--- src/rtl/dual_array_writer.sv ---
`default_nettype none
// ============================================================================
// dual_array_writer: queues index/data update requests and drains up to two
// per cycle onto a 16-entry dual-write-port array; clear zeroes the array.
// Revision 1.0
// ============================================================================
module dual_array_writer #(
   parameter int WIDTH = 32,
   parameter int DEPTH = 4
) (
   input  logic             clk,
   input  logic             rst_n,
   input  logic             req_valid,
   output logic             req_ready,
   input  logic [3:0]       req_index,
   input  logic [WIDTH-1:0] req_data,
   input  logic             clear,
   output logic             busy,
   output logic             write_a,
   output logic             write_b,
   output logic [3:0]       index_a,
   output logic [3:0]       index_b,
   output logic [WIDTH-1:0] datain_a,
   output logic [WIDTH-1:0] datain_b
);

   localparam int PTR_W = (DEPTH > 1) ? $clog2(DEPTH) : 1;
   localparam int CNT_W = PTR_W + 1;

   typedef enum logic [0:0] {
      RUN   = 1'b0,
      CLEAR = 1'b1
   } state_t;

   state_t           state_q, state_d;
   logic [PTR_W-1:0] rd_ptr_q, rd_ptr_d;
   logic [PTR_W-1:0] wr_ptr_q, wr_ptr_d;
   logic [CNT_W-1:0] count_q, count_d;
   logic [2:0]       k_q, k_d;
   logic [3:0]       idx_mem_q [DEPTH];
   logic [3:0]       idx_mem_d [DEPTH];
   logic [WIDTH-1:0] dat_mem_q [DEPTH];
   logic [WIDTH-1:0] dat_mem_d [DEPTH];

   logic [PTR_W-1:0] rd_ptr_nx;
   logic             push;
   logic [1:0]       n_pop;

   assign rd_ptr_nx = rd_ptr_q + PTR_W'(1);

   always_comb begin
      state_d   = state_q;
      rd_ptr_d  = rd_ptr_q;
      wr_ptr_d  = wr_ptr_q;
      count_d   = count_q;
      k_d       = k_q;
      idx_mem_d = idx_mem_q;
      dat_mem_d = dat_mem_q;
      n_pop     = 2'd0;
      write_a   = 1'b0;
      write_b   = 1'b0;
      index_a   = 4'd0;
      index_b   = 4'd0;
      datain_a  = '0;
      datain_b  = '0;
      busy      = (state_q == CLEAR);
      req_ready = (state_q == RUN) && (count_q < CNT_W'(DEPTH)) && !clear;
      push      = req_valid && req_ready;

      case (state_q)
         RUN: begin
            if (clear) begin
               // Flush: the read pointer jumps to the write pointer.
               state_d  = CLEAR;
               k_d      = 3'd0;
               rd_ptr_d = wr_ptr_q;
               count_d  = '0;
            end else begin
               if (count_q >= CNT_W'(2)) begin
                  n_pop = 2'd2;
                  if (idx_mem_q[rd_ptr_nx] == idx_mem_q[rd_ptr_q]) begin
                     // Same target: only the younger entry matters.
                     write_a  = 1'b1;
                     index_a  = idx_mem_q[rd_ptr_nx];
                     datain_a = dat_mem_q[rd_ptr_nx];
                  end else begin
                     write_a  = 1'b1;
                     index_a  = idx_mem_q[rd_ptr_q];
                     datain_a = dat_mem_q[rd_ptr_q];
                     write_b  = 1'b1;
                     index_b  = idx_mem_q[rd_ptr_nx];
                     datain_b = dat_mem_q[rd_ptr_nx];
                  end
               end else if (count_q == CNT_W'(1)) begin
                  n_pop    = 2'd1;
                  write_a  = 1'b1;
                  index_a  = idx_mem_q[rd_ptr_q];
                  datain_a = dat_mem_q[rd_ptr_q];
               end
               rd_ptr_d = rd_ptr_q + PTR_W'(n_pop);
               if (push) begin
                  idx_mem_d[wr_ptr_q] = req_index;
                  dat_mem_d[wr_ptr_q] = req_data;
                  wr_ptr_d            = wr_ptr_q + PTR_W'(1);
               end
               count_d = count_q + CNT_W'(push) - CNT_W'(n_pop);
            end
         end
         CLEAR: begin
            write_a = 1'b1;
            index_a = {k_q, 1'b0};
            write_b = 1'b1;
            index_b = {k_q, 1'b1};
            k_d     = k_q + 3'd1;
            if (k_q == 3'd7) begin
               state_d = RUN;
            end
         end
         default: begin
            state_d = RUN;
         end
      endcase
   end

   always_ff @(posedge clk or negedge rst_n) begin
      if (!rst_n) begin
         state_q  <= RUN;
         rd_ptr_q <= '0;
         wr_ptr_q <= '0;
         count_q  <= '0;
         k_q      <= 3'd0;
         for (int i = 0; i < DEPTH; i++) begin
            idx_mem_q[i] <= 4'd0;
            dat_mem_q[i] <= '0;
         end
      end else begin
         state_q   <= state_d;
         rd_ptr_q  <= rd_ptr_d;
         wr_ptr_q  <= wr_ptr_d;
         count_q   <= count_d;
         k_q       <= k_d;
         idx_mem_q <= idx_mem_d;
         dat_mem_q <= dat_mem_d;
      end
   end

endmodule
`default_nettype wire

--- config.mk ---
export PLATFORM = sky130hd
export DESIGN_NAME = dual_array_writer
export DESIGN_NICKNAME = d
export VERILOG_FILES = /design/src/rtl/dual_array_writer.sv
export SDC_FILE = /design/constraint.sdc
export NUM_CORES = 1
export LEC_CHECK = 0
export ABC_CLOCK_PERIOD_IN_PS = 2800
export BUFFER_PORTS_ARGS = -buffer_cell sky130_fd_sc_hd__buf_2
export CAP_MARGIN = 40
export CORE_MARGIN = 2
export CORE_UTILIZATION = 58
export DETAILED_ROUTE_END_ITERATION = 6
export PLACE_DENSITY = 0.91
export SLEW_MARGIN = 40
export SYNTH_ARGS = -nofsm -noshare
export SYNTH_HDL_FRONTEND = slang
export SYNTH_SLANG_ARGS = --single-unit
--- constraint.sdc ---
create_clock -name clk -period 2.8 [get_ports clk]
set_input_delay 0.7 -clock clk [delete_from_list [all_inputs] [get_ports clk]]
set_output_delay 0.7 -clock clk [all_outputs]
set_load 0.02 [all_outputs]
==> impl_metrics.py, run 1 <==
metrics = {
    "die": {
        "die_width_um": 126,
        "start_util_pct": 59.4,
        "dieArea_sq_um": 15800,
        "die_h_um": 126,
        "num_rows": 44,
        "io-pin-count": 116,
        "core_region_area_sq_um": 14500,
    },
    "timing": {
        "max_freq_ghz": 0.292,
        "maxSlewHeadroom_pct": 51.5,
        "hold_violations": 0,
        "drv_slew": 0,
        "worst_slack_ns": -0.620,
        "setup-violations-final": 72,
        "period_minus_slack_ns": 3.42,
        "rsz0062_at_grt": "yes",
        "worst_pin_slew_ns": 0.720,
        "finalCritPeriodShare_pct": 122,
        "skew_ns": 0.00768,
    },
    "logic_synthesis": {
        "ys.warnings.count": 0,
        "seq_area_frac_synth_pct": 45.1,
        "syn_nets": 818,
        "ys_top_cells_by_area": "dfrtp_1 45%, mux2_2 24%, mux2i_1 8.2%",
        "avgSynthCellArea_sq_um": 11.2,
        "ys_ff_latch": 155,
        "synthDistinctLibCells": 38,
        "post-synth-top-area-cell": "dfrtp_1",
        "synth_top_area_share_pct": 45.1,
        "synthCells": 769,
        "syn_area_sq_um": 8590,
    },
    "place": {
        "dpl_cell_area_sq_um": 9540,
        "place_hpwl_mm": 13.1,
        "gp_congestion": 0.811,
        "portBuffers": 115,
    },
    "run_status": {
        "failed_checks": "negative setup slack",
        "run_status": "finished with violations",
    },
    "critical_path": {
        "slowest_delay_ns": 0.54,
        "crit_chain": "or3b_4 > a21boi_4 > o31ai_4 > or4_4 > buf_12 > o22ai_2 > buf_6",
        "crit_family": "simple AND/OR/NAND/NOR gates",
        "reg2reg_slack_ns": 0.23,
        "path_max_fanout": 16,
        "crit_buf_inv": 2,
        "r2r_cells": 11,
        "worstReg2RegStart": "count_q[2]",
        "critPathKind": "reg2out",
        "critPathRequiredTime_ns": 2.10,
        "arrival_ns": 2.72,
        "end_kind": "primary output",
        "crit_slowest_cell": "or4_4",
        "r2r_end": "count_q[2]",
        "start_kind": "flop",
    },
    "power_and_ir_drop": {
        "p_leak_nw": 5.41,
        "ir_drop_uv": 565,
        "powerDensity_nw_per_um2": 1010,
    },
    "cells_and_area": {
        "final_util_pct": 77.9,
        "drive_above_1_share_pct": 50.7,
        "layout_common_cells": "180 x mux2_2, 153 x dfrtp_1, 70 x mux2i_1, 69 x buf_6, 44 x buf_2",
        "nets": 950,
        "final_area_sq_um": 11300,
        "area_growth_pct": 31.3,
        "layout_commonest_cell": "mux2_2",
        "antenna_cells": 0,
        "n_fill_cell": 803,
    },
    "clocking": {
        "cts_buffer_depth": 2,
        "cts_buffers": 17,
        "cts_sinks": 155,
        "cts_tree": "done",
        "path_clk_slew_ns": 0.06,
        "holdBufCountCts": 0,
        "cts_max_level": 4,
        "clk_latency_ns": 0.43,
        "clock-root-buffer": "clkbuf_16",
    },
    "drt": {
        "vias": 6904,
        "ant_nets": 0,
        "routed_wl_mm": 24.6,
        "vias_per_cell": 6.29,
        "drt-initial-drc-count": 598,
        "drt_pre_antenna_iters": 5,
        "post_drt_wl_per_cell_um": 22.4,
        "drc": 0,
    },
    "grt": {
        "grt_pass1_vias": 7250,
        "antenna_found_initial": 1,
        "grt_pass1_wl_mm": 38.0,
        "globalRouteTotalUtil_pct": 30.6,
        "grt_overflow": 0,
        "grt_start_max_net_pins": 73,
    },
    "min_path": {
        "hold_class": "in2async",
    },
    "job": {
        "max_cap_violations": 0,
    },
}
stage by stage:
| step | setup TNS [ns] | hold WS (ns) | setup slack, ns | instances | total power, W |
|---|---|---|---|---|---|
| 6_report | -36.61 | 0.214 | -0.620 | 1097 | 0.0114 |
| 5_1_grt | -40.87 | 0.248 | -0.676 | 1097 | 0.0120 |
| 4_1_cts | -32.20 | 0.222 | -0.570 | 1093 | 0.0109 |
| 3_5_place_dp | -13.95 | 0.487 | -0.272 | 1055 | 0.00787 |
| 3_3_place_gp | -5.27 | 0.482 | -0.187 | 1055 | 0.00763 |
| 2_1_floorplan | -2.54 | 0.404 | -0.0827 | 769 | 0.00668 |
worst max-delay path by stage:
stage	start	endpoint	slack [ns]	depth (start not counted)
floorplan	clear	datain_a[21]	-0.08	5
global placement	clear	datain_a[10]	-0.19	6
detailed placement	rd_ptr_q[0]	datain_a[10]	-0.27	7
CTS	rd_ptr_q[0]	datain_a[31]	-0.57	7
global route	rd_ptr_q[0]	datain_a[25]	-0.68	8
finish	rd_ptr_q[0]	datain_a[24]	-0.62	7
sequential cells by signal (all words and copies together) (netlist names):
name / cells
count_q: 3
rd_ptr_q: 2
wr_ptr_q: 2
dat_mem_q: 128
idx_mem_q: 16
busy: 1
k_q: 3
layout make-up:
type | instances | area [sq um] | share of cell area (%)
Inverter | 7 | 28.8 | 0.255
Sequential cell | 155 | 3890 | 34.4
Clock inverter | 12 | 98.8 | 0.876
Multi-Input combinational cell | 552 | 4920 | 43.6
Tap cell | 184 | 230 | 2.04
Timing Repair Buffer | 168 | 1680 | 14.8
Clock buffer | 19 | 443 | 3.93
kinds of logic (layout without fill, tap and decap cells):
family	after synthesis	in the layout	synth area share [%]
adders and majority gates	9	9	1.40
AOI/OAI and AO/OA	133	133	8.59
muxes	255	255	33.0
xor gates and xnor gates	17	17	1.73
buffers and inverters	62	206	3.46
and+or+nand+nor	138	138	6.64
DFF	155	155	45.1
what timing repair did:
action                                  CTS  global route
resized for setup                       236            47
endpoints found under the setup margin   73            74
pin swaps                                30             7
gates cloned                              4             1
setup buffers                             4             3
metal layers:
layer  GRT usage, %  share of wire [%]
met3           5.86                5.4
met2           53.5                 53
met1           36.4                 39
met4           15.1                2.5
met5              0              0.053
where the power goes:
part | leakage, nW | switching (W) | internal (W)
Sequential | 2.09 | 0.000643 | 0.00302
Combinational | 3.05 | 0.00293 | 0.00266
Clock | 0.272 | 0.000915 | 0.00123
synth_stat cells:
master	instances
o31ai_1	2
o211ai_1	1
clkbuf_1	15
or4_1	1
mux4_2	5
buf_2	27
nor3_1	3
xor2_1	2
a22o_1	2
nand3_1	1
xnor2_1	15
nor2_1	74
buf_6	4
nand2b_1	3
nand2_2	4
or2_2	3
ha_1	8
mux2_2	180
or3_1	1
nand2_1	43
fa_1	1
a21o_1	1
a21boi_1	1
inv_1	7
nor2b_1	2
clkbuf_2	1
o21bai_1	1
and2_1	1
or3b_1	1
o22ai_1	33
o21ai_0	47
dfrtp_1	155
nand3b_1	1
a22oi_1	2
a21oi_1	42
mux2i_1	70
buf_1	8
a31o_2	1
No activity file was read; power rests on OpenSTA's default activity.
==> inputs of run 2 (changes only) <==
--- a/config.mk
+++ b/config.mk
@@ -8,8 +8,10 @@
 export ABC_CLOCK_PERIOD_IN_PS = 2800
 export BUFFER_PORTS_ARGS = -buffer_cell sky130_fd_sc_hd__buf_2
 export CAP_MARGIN = 40
+export CELL_PAD_IN_SITES_DETAIL_PLACEMENT = 0
+export CELL_PAD_IN_SITES_GLOBAL_PLACEMENT = 2
 export CORE_MARGIN = 2
-export CORE_UTILIZATION = 58
+export CORE_UTILIZATION = 38
 export DETAILED_ROUTE_END_ITERATION = 6
 export PLACE_DENSITY = 0.91
 export SLEW_MARGIN = 40
==> impl_metrics.py, run 2 (synthesis results as in run 1) <==
metrics = {
    "drt": {
        "drt-initial-drc-count": 261,
        "drt_pre_antenna_iters": 6,
        "post_drt_wl_per_cell_um": 18.1,
        "vias": 6370,
        "ant_nets": 0,
        "drc": 0,
        "vias_per_cell": 5.27,
        "routed_wl_mm": 21.8,
    },
    "clocking": {
        "path_clk_slew_ns": 0.06,
        "cts_max_level": 4,
        "clk_latency_ns": 0.42,
        "clock-root-buffer": "clkbuf_16",
        "cts_buffer_depth": 2,
        "cts_buffers": 17,
        "cts_sinks": 155,
        "cts_tree": "done",
        "holdBufCountCts": 0,
    },
    "timing": {
        "worst_slack_ns": -0.575,
        "rsz0062_at_grt": "yes",
        "period_minus_slack_ns": 3.38,
        "fin_hold_ws_ns": 0.233,
        "setup-violations-final": 69,
        "worst_pin_slew_ns": 0.604,
        "maxSlewHeadroom_pct": 59.3,
        "drv_slew": 0,
        "hold_violations": 0,
        "max_freq_ghz": 0.296,
        "skew_ns": 0.00832,
        "finalCritPeriodShare_pct": 121,
    },
    "die": {
        "dieArea_sq_um": 23800,
        "num_rows": 55,
        "start_util_pct": 38.3,
        "die_width_um": 154,
        "io-pin-count": 116,
        "core_region_area_sq_um": 22400,
        "die_h_um": 154,
    },
    "cells_and_area": {
        "top_regs": "dat_mem_q (128), idx_mem_q (16)",
        "final_area_sq_um": 11600,
        "area_growth_pct": 34.6,
        "largest_reg_flops": 128,
        "antenna_cells": 0,
        "largest-register": "dat_mem_q",
        "nets": 959,
        "drive_above_1_share_pct": 51.8,
        "layout_commonest_cell": "mux2_2",
        "layout_common_cells": "180 x mux2_2, 153 x dfrtp_1, 70 x mux2i_1, 67 x buf_6, 46 x buf_2",
        "final_util_pct": 51.6,
    },
    "critical_path": {
        "arrival_ns": 2.68,
        "critPathRequiredTime_ns": 2.10,
        "start_kind": "flop",
        "critPathKind": "reg2out",
        "end_kind": "primary output",
        "path_max_fanout": 17,
    },
    "run_status": {
        "run_status": "finished with violations",
        "failed_checks": "negative setup slack",
    },
    "grt": {
        "grt_pass1_wl_mm": 34.9,
        "antenna_found_initial": 0,
        "grt_overflow": 0,
        "grt_pass1_vias": 6436,
        "globalRouteTotalUtil_pct": 18.6,
        "grt_start_max_net_pins": 83,
    },
    "power_and_ir_drop": {
        "ir_drop_uv": 426,
        "power_w": 0.0113,
        "p_leak_nw": 5.47,
        "powerDensity_nw_per_um2": 980,
    },
    "min_path": {
        "hold_class": "in2async",
    },
    "place": {
        "gp_congestion": 0.740,
        "dpl_cell_area_sq_um": 9730,
        "place_hpwl_mm": 13.1,
        "portBuffers": 115,
    },
    "job": {
        "max_cap_violations": 0,
    },
}
==> run 2: worst max-delay path: stages, from the launching register on <==
cell and delay [ns]:
dfrtp_4 0.50, or3b_1 0.37, a21boi_2 0.18, o31ai_4 0.12
or4_4 0.54, buf_12 0.19, o22ai_2 0.20, buf_6 0.15
==> run 2: timing repair <==
action / 4_1_cts / 5_1_grt
gates cloned: 5 / 1
setup endpoints to repair: 73 / 74
setup buffers: 3 / 9
resized for setup: 219 / 58
pin swaps: 5 / 2
==> run 2: path summary, 6_finish.rpt <==
path	start	end	slack, ns	cells past startpoint
setup reg to reg	busy	count_q[2]	0.34	12
min in group clk	dat_mem_q[88]	dat_mem_q[88]	0.50	1
hold reg to reg	dat_mem_q[88]	dat_mem_q[88]	0.50	1
hold / removal	rst_n	k_q[2]	0.23	1
max in group asynchronous	rst_n	dat_mem_q[55]	1.87	2
setup / recovery	rd_ptr_q[1]	datain_a[11]	-0.58	7
==> run 2: per-layer routing <==
layer	GRT usage (%)	up-vias	routed length (um)
met3	3.73	12	929
met5	0	-	0
met1	24.6	3187	9810
met2	32.2	114	10900
li1	-	3057	-
met4	3.66	0	148
==> run 2: power breakdown <==
part | internal [W] | leakage (nW) | total (W) | switching (W)
Sequential | 0.00302 | 2.09 | 0.00357 | 0.000552
Clock | 0.00133 | 0.279 | 0.00231 | 0.000980
Combinational | 0.00272 | 3.10 | 0.00546 | 0.00274
==> run 2: per-stage QoR <==
stage               std cells  setup TNS (ns)  setup slack (ns)
floorplan                 769           -2.54           -0.0827
global placement         1157          -20.14            -0.428
detailed placement       1158          -17.41            -0.372
CTS                      1198          -35.03            -0.609
global route             1208          -39.79            -0.677
finish                   1208          -33.86            -0.575
==> run 2: final cells by class <==
class	count	area, sq um
inverter	7	28.8
clock buffer	18	429
multi-input combinational	552	4920
fill	2012	10900
tap	285	357
timing repair buffer	177	1790
sequential	155	3890
clock inverter	14	161
==> inputs of run 3 (changes only) <==
--- a/config.mk
+++ b/config.mk
@@ -13,8 +13,8 @@
 export CORE_MARGIN = 2
 export CORE_UTILIZATION = 38
 export DETAILED_ROUTE_END_ITERATION = 6
-export PLACE_DENSITY = 0.91
-export SLEW_MARGIN = 40
+export PLACE_DENSITY_LB_ADDON = 0.3
+export SLEW_MARGIN = 20
 export SYNTH_ARGS = -nofsm -noshare
 export SYNTH_HDL_FRONTEND = slang
 export SYNTH_SLANG_ARGS = --single-unit
==> impl_metrics.py, run 3 (synthesis results as in run 1) <==
metrics = {
    "clocking": {
        "cts_tree": "done",
        "cts_max_level": 4,
        "path_clk_slew_ns": 0.07,
        "cts_sinks": 155,
        "cts_buffers": 17,
        "clk_latency_ns": 0.42,
        "clock-root-buffer": "clkbuf_16",
        "cts_buffer_depth": 2,
    },
    "timing": {
        "drv_slew": 0,
        "setup-violations-final": 69,
        "max_freq_ghz": 0.299,
        "rsz0062_at_grt": "yes",
        "hold_violations": 0,
        "maxSlewHeadroom_pct": 51.9,
        "skew_ns": 0.00624,
        "period_minus_slack_ns": 3.34,
        "finalCritPeriodShare_pct": 119,
        "worst_pin_slew_ns": 0.721,
        "worst_slack_ns": -0.543,
        "finalSetupTns_ns": -32.16,
    },
    "critical_path": {
        "arrival_ns": 2.64,
        "critPathRequiredTime_ns": 2.10,
        "end_kind": "primary output",
        "start_kind": "flop",
        "critPathKind": "reg2out",
        "path_max_fanout": 14,
    },
    "die": {
        "num_rows": 55,
        "core_region_area_sq_um": 22400,
        "die_width_um": 154,
        "dieArea_sq_um": 23800,
        "io-pin-count": 116,
        "die_h_um": 154,
        "start_util_pct": 38.3,
    },
    "drt": {
        "drc": 0,
        "post_drt_wl_per_cell_um": 18.9,
        "routed_wl_mm": 22.8,
        "vias_per_cell": 5.31,
        "drt-initial-drc-count": 253,
        "ant_nets": 0,
        "vias": 6401,
        "drt_pre_antenna_iters": 4,
    },
    "power_and_ir_drop": {
        "powerDensity_nw_per_um2": 993,
        "ir_drop_uv": 435,
        "p_leak_nw": 5.40,
    },
    "job": {
        "max_cap_violations": 0,
    },
    "cells_and_area": {
        "fin_cells": 1205,
        "largest_reg_flops": 128,
        "n_fill_cell": 2057,
        "drive_above_1_share_pct": 48.6,
        "largest-register": "dat_mem_q",
        "area_growth_pct": 29.2,
        "top_regs": "dat_mem_q (128), idx_mem_q (16)",
        "nets": 954,
        "layout_common_cells": "180 x mux2_2, 153 x dfrtp_1, 71 x buf_4, 70 x mux2i_1, 56 x nor2_1",
        "layout_commonest_cell": "mux2_2",
    },
    "grt": {
        "grt_overflow": 0,
        "grt_pass1_vias": 6603,
        "antenna_found_initial": 5,
        "grt_pass1_wl_mm": 35.9,
        "grt_start_max_net_pins": 77,
        "globalRouteTotalUtil_pct": 19.2,
    },
    "min_path": {
        "hold_class": "in2async",
    },
    "run_status": {
        "run_status": "finished with violations",
        "failed_checks": "negative setup slack",
    },
    "place": {
        "portBuffers": 115,
        "gp_congestion": 0.778,
        "place_hpwl_mm": 13.8,
        "dpl.cell_count": 1159,
    },
}
## run 3: final cells by class
type / count / area (sq um) / area share [%]
multi-input cells: 552 / 4670 / 42.0
flip-flops and latches: 155 / 3890 / 35.0
repair buffers: 172 / 1600 / 14.5
clock buffers: 17 / 425 / 3.83
well taps: 285 / 357 / 3.21
clock inverters: 15 / 128 / 1.15
inverters: 7 / 28.8 / 0.259
diodes: 2 / 5.00 / 0.0451
## run 3: worst max-delay path, stage by stage, from the launching register on
cell	delay (ns)
dfrtp_4	0.52
or3b_1	0.40
a21boi_2	0.14
o31ai_2	0.09
or4_4	0.53
buf_8	0.18
o22ai_1	0.17
buf_4	0.17
## run 3: per-layer routing
layer  wire (um)  track usage, %
met4         264            4.06
met3         899            4.29
met2       11200            33.1
met1       10400            25.0
met5          21               0
## run 3: worst paths after layout
| check | from | endpoint | slack (ns) | cells after the start |
|---|---|---|---|---|
| max reg2reg | count_q[2] | count_q[2] | 0.29 | 11 |
| min in group clk | dat_mem_q[67] | dat_mem_q[67] | 0.50 | 1 |
| max in group asynchronous | rst_n | dat_mem_q[20] | 1.75 | 2 |
| min | rst_n | dat_mem_q[28] | 0.31 | 1 |
| min reg2reg | dat_mem_q[67] | dat_mem_q[67] | 0.50 | 1 |
| max | rd_ptr_q[0] | datain_a[22] | -0.54 | 7 |
## run 3: metrics by stage
| step | area [sq um] | hold WS, ns | total power, W | util (%) | setup slack, ns |
|---|---|---|---|---|---|
| 3_5_place_dp | 9740 | 0.487 | 0.00808 | 43.4 | -0.238 |
| 5_1_grt | 11100 | 0.346 | 0.0117 | 49.5 | -0.647 |
| 4_1_cts | 10800 | 0.319 | 0.0108 | 47.9 | -0.563 |
| 2_1_floorplan | 8600 | 0.404 | 0.00668 | - | -0.0827 |
| 3_3_place_gp | 9740 | 0.482 | 0.00789 | 43.4 | -0.208 |
| 6_report | 11100 | 0.307 | 0.0110 | 49.5 | -0.543 |
## run 3: power by group
part	internal [W]	total [W]	leakage [nW]	switching (W)
Combinational	0.00269	0.00526	3.04	0.00257
Sequential	0.00302	0.00359	2.09	0.000573
Clock	0.00117	0.00217	0.274	0.00100
Total	0.00687	0.0110	5.40	0.00414
## run 3: repair_timing
| item | CTS | global route |
|---|---|---|
| setup buffers | 2 | 5 |
| hold buffers | 0 | 0 |
| resized for setup | 100 | 79 |
| gates cloned | 4 | 1 |
| pin swaps | 3 | 0 |
| hold endpoints to repair | 0 | 0 |
| endpoints found under the setup margin | 71 | 73 |
